**config.mk**
```make
export PLATFORM = sky130hd
export DESIGN_NAME = led_fx_driver
export DESIGN_NICKNAME = d
export VERILOG_FILES = /design/src/rtl/led_fx_driver.sv
export SDC_FILE = /design/constraint.sdc
export NUM_CORES = 1
export LEC_CHECK = 0
export ABC_AREA = 1
export CORE_ASPECT_RATIO = 0.6
export CORE_MARGIN = 2
export CORE_UTILIZATION = 60
export CTS_CLUSTER_DIAMETER = 150
export CTS_CLUSTER_SIZE = 12
export DETAILED_ROUTE_END_ITERATION = 6
export DONT_BUFFER_PORTS = 1
export GPL_TIMING_DRIVEN = 0
export MAX_ROUTING_LAYER = met4
export PLACE_DENSITY = 0.76
export SLEW_MARGIN = 20
export SYNTH_ARGS = -nofsm -noshare
export SYNTH_HDL_FRONTEND = slang
export SYNTH_SLANG_ARGS = --single-unit
export TNS_END_PERCENT = 100
```
**constraint.sdc**
```tcl
create_clock -name CLK -period 3.2 [get_ports CLK]
set_input_delay 0.16 -clock CLK [delete_from_list [all_inputs] [get_ports CLK]]
set_output_delay 0.16 -clock CLK [all_outputs]
set_load 0.005 [all_outputs]
```
**src/rtl/led_fx_driver.sv**
```systemverilog
// LED effects stage: PWM dimming and masked blinking applied to the LED register image.
// Latency: LED_IN / pwm_cnt / blink phase to LED_OUT is exactly one CLK cycle (output registered).
// Backpressure: none; bus writes are single-cycle and always accepted, LED_OUT updates every cycle.
//
// Ports:
//   CLK       - system clock, all state on rising edge
//   RESET     - asynchronous active-high reset
//   BUS_DATA  - CPU write data (input only, never driven)
//   BUS_ADDR  - CPU address; registers at FXBaseAddr+0..+3
//   BUS_WE    - CPU write enable
//   LED_IN    - {LEDH, LEDL} from the LED register peripheral
//   LED_OUT   - registered drive to the physical LEDs
//
// Register map (offset from FXBaseAddr):
//   +0 BRIGHT_NEXT  duty staged here, copied to the active duty at PWM wrap
//   +1 MASKL        blink mask for LED_OUT[7:0]
//   +2 MASKH        blink mask for LED_OUT[15:8]
//   +3 CTRL         bit0 PWM_EN, bit1 BLINK_EN, bits[3:2] RATE
module led_fx_driver #(
   parameter logic [7:0] FXBaseAddr = 8'hC2,
   parameter int         PRESCALE   = 100000   // CLK cycles per blink tick, must be >= 2
) (
   input  logic        CLK,
   input  logic        RESET,
   input  logic [7:0]  BUS_DATA,
   input  logic [7:0]  BUS_ADDR,
   input  logic        BUS_WE,
   input  logic [15:0] LED_IN,
   output logic [15:0] LED_OUT
);

   localparam int               PW          = $clog2(PRESCALE);
   localparam logic [PW-1:0]    PRESC_LAST  = PW'(PRESCALE - 1);
   localparam logic [7:0]       ADDR_BRIGHT = FXBaseAddr;
   localparam logic [7:0]       ADDR_MASKL  = FXBaseAddr + 8'd1;
   localparam logic [7:0]       ADDR_MASKH  = FXBaseAddr + 8'd2;
   localparam logic [7:0]       ADDR_CTRL   = FXBaseAddr + 8'd3;

   logic [7:0]    r_pwm_cnt;
   logic [7:0]    r_bright;
   logic [7:0]    r_bright_next;
   logic [7:0]    r_maskl;
   logic [7:0]    r_maskh;
   logic [3:0]    r_ctrl;
   logic [PW-1:0] r_presc;
   logic [3:0]    r_blink_cnt;

   logic          w_wr_bright;
   logic          w_wr_maskl;
   logic          w_wr_maskh;
   logic          w_wr_ctrl;
   logic          w_pwm_wrap;
   logic          w_pwm_gate;
   logic          w_tick;
   logic          w_phase;
   logic          w_blank;
   logic [15:0]   w_mask;

   // Bus decode
   assign w_wr_bright = BUS_WE && (BUS_ADDR == ADDR_BRIGHT);
   assign w_wr_maskl  = BUS_WE && (BUS_ADDR == ADDR_MASKL);
   assign w_wr_maskh  = BUS_WE && (BUS_ADDR == ADDR_MASKH);
   assign w_wr_ctrl   = BUS_WE && (BUS_ADDR == ADDR_CTRL);

   // PWM: the active duty only changes at the 255->0 wrap so a period is never cut short.
   // A BRIGHT_NEXT write landing on the wrap edge is naturally deferred: the copy
   // samples the old staged value while the new one lands in BRIGHT_NEXT.
   assign w_pwm_wrap = (r_pwm_cnt == 8'hFF);
   assign w_pwm_gate = !r_ctrl[0] || (r_bright == 8'hFF) || (r_pwm_cnt < r_bright);

   always_ff @(posedge CLK or posedge RESET) begin
      if (RESET) begin
         r_pwm_cnt     <= 8'h00;
         r_bright      <= 8'hFF;
         r_bright_next <= 8'hFF;
      end else begin
         r_pwm_cnt <= r_pwm_cnt + 8'd1;
         if (w_pwm_wrap)
            r_bright <= r_bright_next;
         if (w_wr_bright)
            r_bright_next <= BUS_DATA;
      end
   end

   // Mask and control registers
   always_ff @(posedge CLK or posedge RESET) begin
      if (RESET) begin
         r_maskl <= 8'h00;
         r_maskh <= 8'h00;
         r_ctrl  <= 4'h0;
      end else begin
         if (w_wr_maskl)
            r_maskl <= BUS_DATA;
         if (w_wr_maskh)
            r_maskh <= BUS_DATA;
         if (w_wr_ctrl)
            r_ctrl <= BUS_DATA[3:0];
      end
   end

   // Blink timebase. A CTRL write restarts the blink period in the lit phase and
   // wins over a coincident tick.
   assign w_tick = (r_presc == PRESC_LAST);

   always_ff @(posedge CLK or posedge RESET) begin
      if (RESET) begin
         r_presc     <= '0;
         r_blink_cnt <= 4'h0;
      end else if (w_wr_ctrl) begin
         r_presc     <= '0;
         r_blink_cnt <= 4'h0;
      end else if (w_tick) begin
         r_presc     <= '0;
         r_blink_cnt <= r_blink_cnt + 4'd1;
      end else begin
         r_presc     <= r_presc + PW'(1);
      end
   end

   // RATE selects which blink counter bit drives the phase; higher bit = slower blink.
   assign w_phase = r_blink_cnt[r_ctrl[3:2]];
   assign w_blank = r_ctrl[1] && w_phase;
   assign w_mask  = {r_maskh, r_maskl};

   always_ff @(posedge CLK or posedge RESET) begin
      if (RESET)
         LED_OUT <= 16'h0000;
      else
         LED_OUT <= LED_IN & {16{w_pwm_gate}} & ~(w_mask & {16{w_blank}});
   end

endmodule

```
==> results.ini, run 1 <==
[power]
ir_drop_v = 0.0003334
p_leak_nw = 1.977
p_int_mw = 1.617
p_total_mw = 2.250
clockPowerShare_pct = 32.5
power_switching_mw = 0.6327
pwr_density_cell_mw_per_mm2 = 520.5
power_frac_comb_pct = 13.9
seq_power_share_pct = 53.6
switching_share_pct = 28.12

[critical_path]
crit_fanout = 10
crit_top_cell = a21oi_1
worstPathCellList = inv_1 -> ha_1 -> a21oi_1 -> nor2_1 -> nor3_1 -> nand2_1 -> buf_2 -> a21oi_1
end_kind = register
regToRegSetupSlack_ns = 1.15
arrival_ns = 2.32
r2r_start = r_bright[5]$_DFFE_PP1N_
crit_slowest_cell = dfstp_2
critical-path-max-stage-delay_ns = 0.53
start_kind = register
reg2regPathDepth = 8
critical_path_class = register to register
rr_endpoint = LED_OUT[5]$_DFF_PP0_
required_ns = 3.47

[layout]
num-fill-cells = 460
layout_commonest_cell = nand2_1
drive_gt1_share_pct = 15.71
antenna_cells = 0
syn_to_final_growth_pct = 13.81
layout_common_cells = nand2_1 (91), dfrtp_1 (65), nor2_1 (42)
layout.nets = 492
final_cells = 536

[die]
ios = 51
start_util_pct = 62.14
fp.coreArea_mm2 = 0.006111
die-area_mm2 = 0.007002
rows = 22
die_h_um = 65.62
die_w_um = 106.7

[sta]
final.period_utilization_pct = 64.06
relSlewSlack_pct = 68.97
setup_ws_ns = 1.150
worst_slew_pin_slew_ns = 0.4655
final_max_slew_viol_count = 0
tns_ns = 0
finClkSkew_ns = 0.009768
min_period_ns = 2.050
grt_setup_unrepaired = false
setup_viol = 0
fmax_mhz = 487.9
finalHoldViolCount = 0
hold_ws_ns = 0.01866

[route]
wl_per_cell_um = 15.10
dr.pass1.iters = 5
drt_iter0_drc = 237
vias_per_cell = 5.476
post-route-drc-count = 0
wl_um = 8095
vias = 2935
ant_nets = 0

[yosys]
ys_ff_latch = 81
seq_area_frac_synth_pct = 53.90
post-synth-top-area-cell = dfrtp_1
synth.area.top_cells = dfrtp_1 (43%), dfstp_2 (11%), nand2_1 (9.0%)
syn-instance-count = 415
syn_area_mm2 = 0.003797
avgSynthCellArea_um2 = 9.150
ys_types = 33
syn_nets = 460
ys_warn_count = 0
yosysTopAreaCellShare_pct = 42.83

[hold_path]
min_path_cells = 2
hold_end = r_bright_next[0]$_DFFE_PP1P_
hold_start = BUS_DATA[0]
min-delay-path-class = input pin to register

[global_routing]
grt_pass1_vias = 2849
antenna_found_initial = 0
grt_util_all_layers_pct = 26.58
grt_max_degree = 49
grt-ovfl-total = 0
grt_pass1_wl_um = 13620

[placed_design]
place_worst_setup_slack_ns = 1.198
place.gp.congestion = 0.9078
dpl.hpwl_um = 5718
port_buffers = 0
dp.cells = 500

[clock_network]
cts_resized = 0
tritoncts = built
clkTransAtPathRegs_ns = 0.08
cts-htree-levels = 3
cts_root_buf = clkbuf_8
clk_latency_ns = 0.36
numCtsBuffers = 9
clock_sinks = 81
clk_path_buf_depth = 2

[job]
drv_cap = 0

[outcome]
status = complete, no violations

==> cell type report <==
class,count,area [µm²],share of cell area (%)
repair buffers,21,227.7,5.269
clock inverters,3,40.04,0.9265
inverters,41,156.4,3.619
well taps,84,105.1,2.432
flip-flops and latches,81,2047,47.37
multi-input cells,283,1533,35.47
plain buffers,10,63.81,1.477
clock buffers,13,148.9,3.445
==> registers in the layout, indices dropped and copies added, names as in the netlist <==
name           cells
r_presc           17
r_maskl            8
r_bright           8
r_bright_next      8
r_ctrl             4
r_blink_cnt        4
r_maskh            8
LED_OUT           16
r_pwm_cnt          8
==> what timing repair did <==
action,in CTS,in global routing
hold buffers,20,0
hold endpoints to repair,54,0
setup buffers,0,0
==> critical path, delay by kind of cell (launching register included) <==
kind | cells | cell delay, ns
AO/OA/AOI/OAI | 2 | 0.35
adder cells (fa/ha/maj) | 1 | 0.29
AND/OR/NAND/NOR | 3 | 0.45
flip-flops | 1 | 0.53
buffers and inverters | 2 | 0.35
==> routing by layer <==
layer	part of all wire (%)	global-route usage, %
met2	42	36.07
met5	0	-
met1	48	38.16
met3	8.1	8.234
met4	1.8	8.442
==> power groups by stage <==
| stage | registers (mW) | logic, mW | clock network, mW |
|---|---|---|---|
| 2_1_floorplan | 1.20 | 0.234 | 0 |
| 3_3_place_gp | 1.22 | 0.270 | 0 |
| 3_5_place_dp | 1.22 | 0.292 | 0 |
| 4_1_cts | 1.20 | 0.314 | 0.741 |
| 5_1_grt | 1.22 | 0.364 | 0.787 |
| 6_report | 1.21 | 0.313 | 0.731 |
==> through the flow <==
| step | instance area [µm²] | utilization, % |
|---|---|---|
| global placement | 3902 | 63.86 |
| finish | 4322 | 70.72 |
| floorplan | 3797 | - |
| detailed placement | 3933 | 64.35 |
| global route | 4322 | 70.72 |
| CTS | 4322 | 70.72 |
==> how the worst max path moves through the flow <==
stage | from | endpoint | slack (ns) | cells after the start
2_1_floorplan | RESET | LED_OUT[0]$_DFF_PP0_ | 0.99 | 1
3_3_place_gp | RESET | r_pwm_cnt[6]$_DFF_PP0_ | 0.17 | 1
3_5_place_dp | r_bright[5]$_DFFE_PP1N_ | LED_OUT[11]$_DFF_PP0_ | 1.20 | 8
4_1_cts | r_bright[5]$_DFFE_PP1N_ | LED_OUT[11]$_DFF_PP0_ | 1.20 | 8
5_1_grt | r_bright[5]$_DFFE_PP1N_ | LED_OUT[5]$_DFF_PP0_ | 1.00 | 8
6_report | r_bright[5]$_DFFE_PP1N_ | LED_OUT[5]$_DFF_PP0_ | 1.15 | 8
==> cells in the mapped netlist (all sizes together) <==
library cell  count
dfrtp            65
o21ai            33
buf               7
nor2             48
nor3             10
nand4             4
o21a              1
a31oi             1
ha               10
inv              41
clkbuf            3
nand3b            1
and2              1
dfstp            16
xor2             12
nand3            34
nand2            97
xnor2             4
a21oi            27
==> cells by family (layout without fill, tap and decap cells) <==
family                     count (synthesis)  count (layout)  share of synthesized area [%]
xor gates and xnor gates                  16              16                          3.690
DFF                                       81              81                          53.90
and+or+nand+nor                          195             195                          23.33
adders and majority gates                 10              10                          3.295
buffers and inverters                     51              88                          5.733
AOI/OAI and AO/OA                         62              62                          10.05
(Power assumes the default switching activity.)
==> run 2: changes to the inputs <==
--- a/config.mk
+++ b/config.mk
@@ -8,14 +8,14 @@
 export ABC_AREA = 1
 export CORE_ASPECT_RATIO = 0.6
 export CORE_MARGIN = 2
-export CORE_UTILIZATION = 60
+export CORE_UTILIZATION = 57
 export CTS_CLUSTER_DIAMETER = 150
 export CTS_CLUSTER_SIZE = 12
 export DETAILED_ROUTE_END_ITERATION = 6
 export DONT_BUFFER_PORTS = 1
 export GPL_TIMING_DRIVEN = 0
 export MAX_ROUTING_LAYER = met4
-export PLACE_DENSITY = 0.76
+export PLACE_DENSITY = 0.75
 export SLEW_MARGIN = 20
 export SYNTH_ARGS = -nofsm -noshare
 export SYNTH_HDL_FRONTEND = slang
==> constraint.sdc (replaced) <==
create_clock -name CLK -period 1.8 [get_ports CLK]
set_input_delay 0.09 -clock CLK [delete_from_list [all_inputs] [get_ports CLK]]
set_output_delay 0.09 -clock CLK [all_outputs]
set_load 0.005 [all_outputs]
==> run 2 against run 1 <==
  * Maximum frequency increased by 16%
  * Cell area grew 4.5%
  * Sequential share of layout area is 2.0 points lower
  * Clock power rose by 64%
  * Combinational power increased by 90%
  * Hold slack improved by 0.063 ns
  * First-iteration DRC count fell by 37%
  * Register-to-register slack lost 1.1 ns
  * Highest routed layer unchanged
  * Flip-flop and latch count is the same
==> results.ini, run 2 (synthesized netlist as in run 1, its figures left out) <==
[outcome]
status = complete, no violations

[sta]
min_period_ns = 1.774  ; -0.2760 ns
finClkSkew_ns = 0.01380  ; +0.004027 ns
fmax_mhz = 563.8  ; +16%
relSlewSlack_pct = 59.14  ; -9.8 points
finalHoldViolCount = 0  ; unchanged
setup_viol = 0  ; unchanged
grt_setup_unrepaired = true
final_max_slew_viol_count = 0  ; unchanged
tns_ns = 0  ; unchanged
setup_ws_ns = 0.02618  ; -1.124 ns
final.period_utilization_pct = 98.55  ; +34 points
worst_slew_pin_slew_ns = 0.6117  ; +0.1462 ns

[global_routing]
grt_util_all_layers_pct = 27.43  ; +0.85 points
grt_max_degree = 35  ; -29%
grt-ovfl-total = 0  ; unchanged
grt_pass1_vias = 2953  ; +3.7%
antenna_found_initial = 0  ; unchanged
grt_pass1_wl_um = 14360  ; +5.4%

[critical_path]
path_buf_inv = 3  ; +1
cp_top_family = flip-flops
r2r_start = r_bright[3]$_DFFE_PP1N_
crit_slowest_cell = dfstp_2
crit_fanout = 8  ; -2
end_kind = register
critical_path_class = register to register
rr_endpoint = LED_OUT[11]$_DFF_PP0_
arrival_ns = 2.01  ; -0.31 ns
critical-path-max-stage-delay_ns = 0.54  ; about the same
required_ns = 2.04  ; -1.43 ns
crit_top_cell = nand2_1
worstPathCellList = inv_1 -> ha_1 -> nand2_1 -> inv_1 -> nand2_1 -> nand2_1 -> nand2_2 -> nand2_4 -> buf_6 -> a21oi_2
reg2regPathDepth = 10  ; +2
regToRegSetupSlack_ns = 0.03  ; -1.12 ns
start_kind = register

[placed_design]
dpl.hpwl_um = 6147  ; +7.5%
place_area_mm2 = 0.003954  ; +0.54%
place.gp.congestion = 0.8822  ; -2.8%
place_worst_setup_slack_ns = -0.1207  ; -1.319 ns
port_buffers = 0  ; unchanged
dp.cells = 501  ; +0.20%

[power]
clockPowerShare_pct = 30.4  ; -2.1 points
seq_power_share_pct = 54.4  ; +0.8 points
p_leak_nw = 2.021  ; +2.2%
ir_drop_v = 0.0006245  ; +87%
switching_share_pct = 30.79  ; +2.7 points
power_switching_mw = 1.210  ; +91%
pwr_density_cell_mw_per_mm2 = 870.5  ; +67%
p_int_mw = 2.720  ; +68%
power_frac_comb_pct = 15.1  ; +1.2 points

[job]
drv_cap = 0  ; unchanged

[layout]
layout_commonest_cell = nand2_1
num-fill-cells = 503  ; +9.3%
drive_gt1_share_pct = 21.91  ; +6.2 points
largest_register = r_presc
antenna_cells = 0  ; unchanged
multiInputGateArea_mm2 = 0.001638  ; +6.9%
layout.nets = 501  ; +1.8%
regArea_mm2 = 0.002047  ; unchanged
syn_to_final_growth_pct = 18.88
layout_common_cells = nand2_1 (88), dfrtp_1 (65), nor2_1 (41)
top_regs = r_presc: 17 flops, LED_OUT: 16 flops
largest_reg_flops = 17  ; unchanged
stdcell_area_mm2 = 0.004514  ; +4.5%
final_cells = 545  ; +1.7%

[route]
post-route-drc-count = 0  ; unchanged
vias_per_cell = 5.347  ; -2.4%
dr.pass1.iters = 5  ; unchanged
vias = 2914  ; -0.72%
ant_nets = 0  ; unchanged
wl_per_cell_um = 16.36  ; +8.3%
wl_um = 8914  ; +10%
drt_iter0_drc = 149  ; -37%

[die]
rows = 22  ; unchanged
die_w_um = 109.4  ; +2.5%
start_util_pct = 60.51  ; -1.6 points
fp.coreArea_mm2 = 0.006276  ; +2.7%
ios = 51  ; unchanged
die-area_mm2 = 0.007353  ; +5.0%
die_h_um = 67.23  ; +2.4%

[clock_network]
clk_path_buf_depth = 2  ; unchanged
tritoncts = built
clkTransAtPathRegs_ns = 0.09  ; about the same
clk_latency_ns = 0.37  ; about the same
cts_root_buf = clkbuf_8
numCtsBuffers = 9  ; unchanged
cts-htree-levels = 3  ; unchanged
clock_sinks = 81  ; unchanged

[hold_path]
min-delay-path-class = input pin to register
min_path_cells = 4  ; +2
hold_start = BUS_ADDR[5]
hold_end = r_maskh[7]$_DFFE_PP0P_

run 2: cell count changes in the layout (fill, tap and decap cells not counted), sizes merged:
cell         before  now
clkinv            2    4
buf               8   12
clkbuf           16   13
clkinvlp          0    2
bufinv            1    0
dlygate4sd3      20   25
run 2: layout make-up:
| class | count | area share (%) |
|---|---|---|
| inverter | 41 | 3.492 |
| multi-input combinational | 283 | 36.28 |
| tap | 84 | 2.328 |
| clock buffer | 10 | 2.827 |
| timing repair buffer | 30 | 7.178 |
| clock inverter | 6 | 0.9701 |
| buffer | 10 | 1.580 |
| sequential | 81 | 45.34 |
run 2: through the flow:
stage	hold slack [ns]	util, %	power (mW)
final	0.08144	71.93	3.930
after global routing	0.1212	71.93	4.124
after CTS	0.06865	70.35	3.935
after detailed placement	0.06008	63.00	2.701
after global placement	0.2113	62.24	2.667
after floorplan	0.2071	-	2.546
run 2: worst max-delay path by stage:
stage	to	from	slack (ns)	cells after the start
after global placement	LED_OUT[8]$_DFF_PP0_	r_bright[5]$_DFFE_PP1N_	-0.09	8
after CTS	LED_OUT[6]$_DFF_PP0_	r_bright[3]$_DFFE_PP1N_	0.04	10
after floorplan	LED_OUT[10]$_DFF_PP0_	r_bright[5]$_DFFE_PP1N_	0.15	8
final	LED_OUT[11]$_DFF_PP0_	r_bright[3]$_DFFE_PP1N_	0.03	10
after global routing	LED_OUT[11]$_DFF_PP0_	r_bright[5]$_DFFE_PP1N_	-0.03	8
after detailed placement	LED_OUT[5]$_DFF_PP0_	r_bright[3]$_DFFE_PP1N_	-0.12	10
run 2: what timing repair did:
action	CTS	global route
setup endpoints to repair	12	12
gates resized for setup	7	23
pin swaps	1	5
hold endpoints to repair	60	0
hold buffers	25	0
buffers inserted	0	2
gates cloned	1	0
run 2: power by group through the flow:
stage                     logic [mW]  registers (mW)  clock network, mW
final                          0.595            2.14               1.20
after floorplan                0.417            2.13                  0
after global routing           0.679            2.16               1.28
after detailed placement       0.531            2.17                  0
after global placement         0.504            2.16                  0
after CTS                      0.580            2.14               1.22
run 2: metal layers:
metal	vias to the layer above	wire, µm	GRT usage [%]
met1	1396	4393	38.64
li1	1426	-	-
met4	0	94	8.070
met5	-	0	-
met3	10	539	7.722
met2	82	3886	38.89
run 2: worst min-delay path: cells and delay by family:
kind / cells / cell delay [ns]
simple gates: 3 / 0.27
compound gates: 1 / 0.06
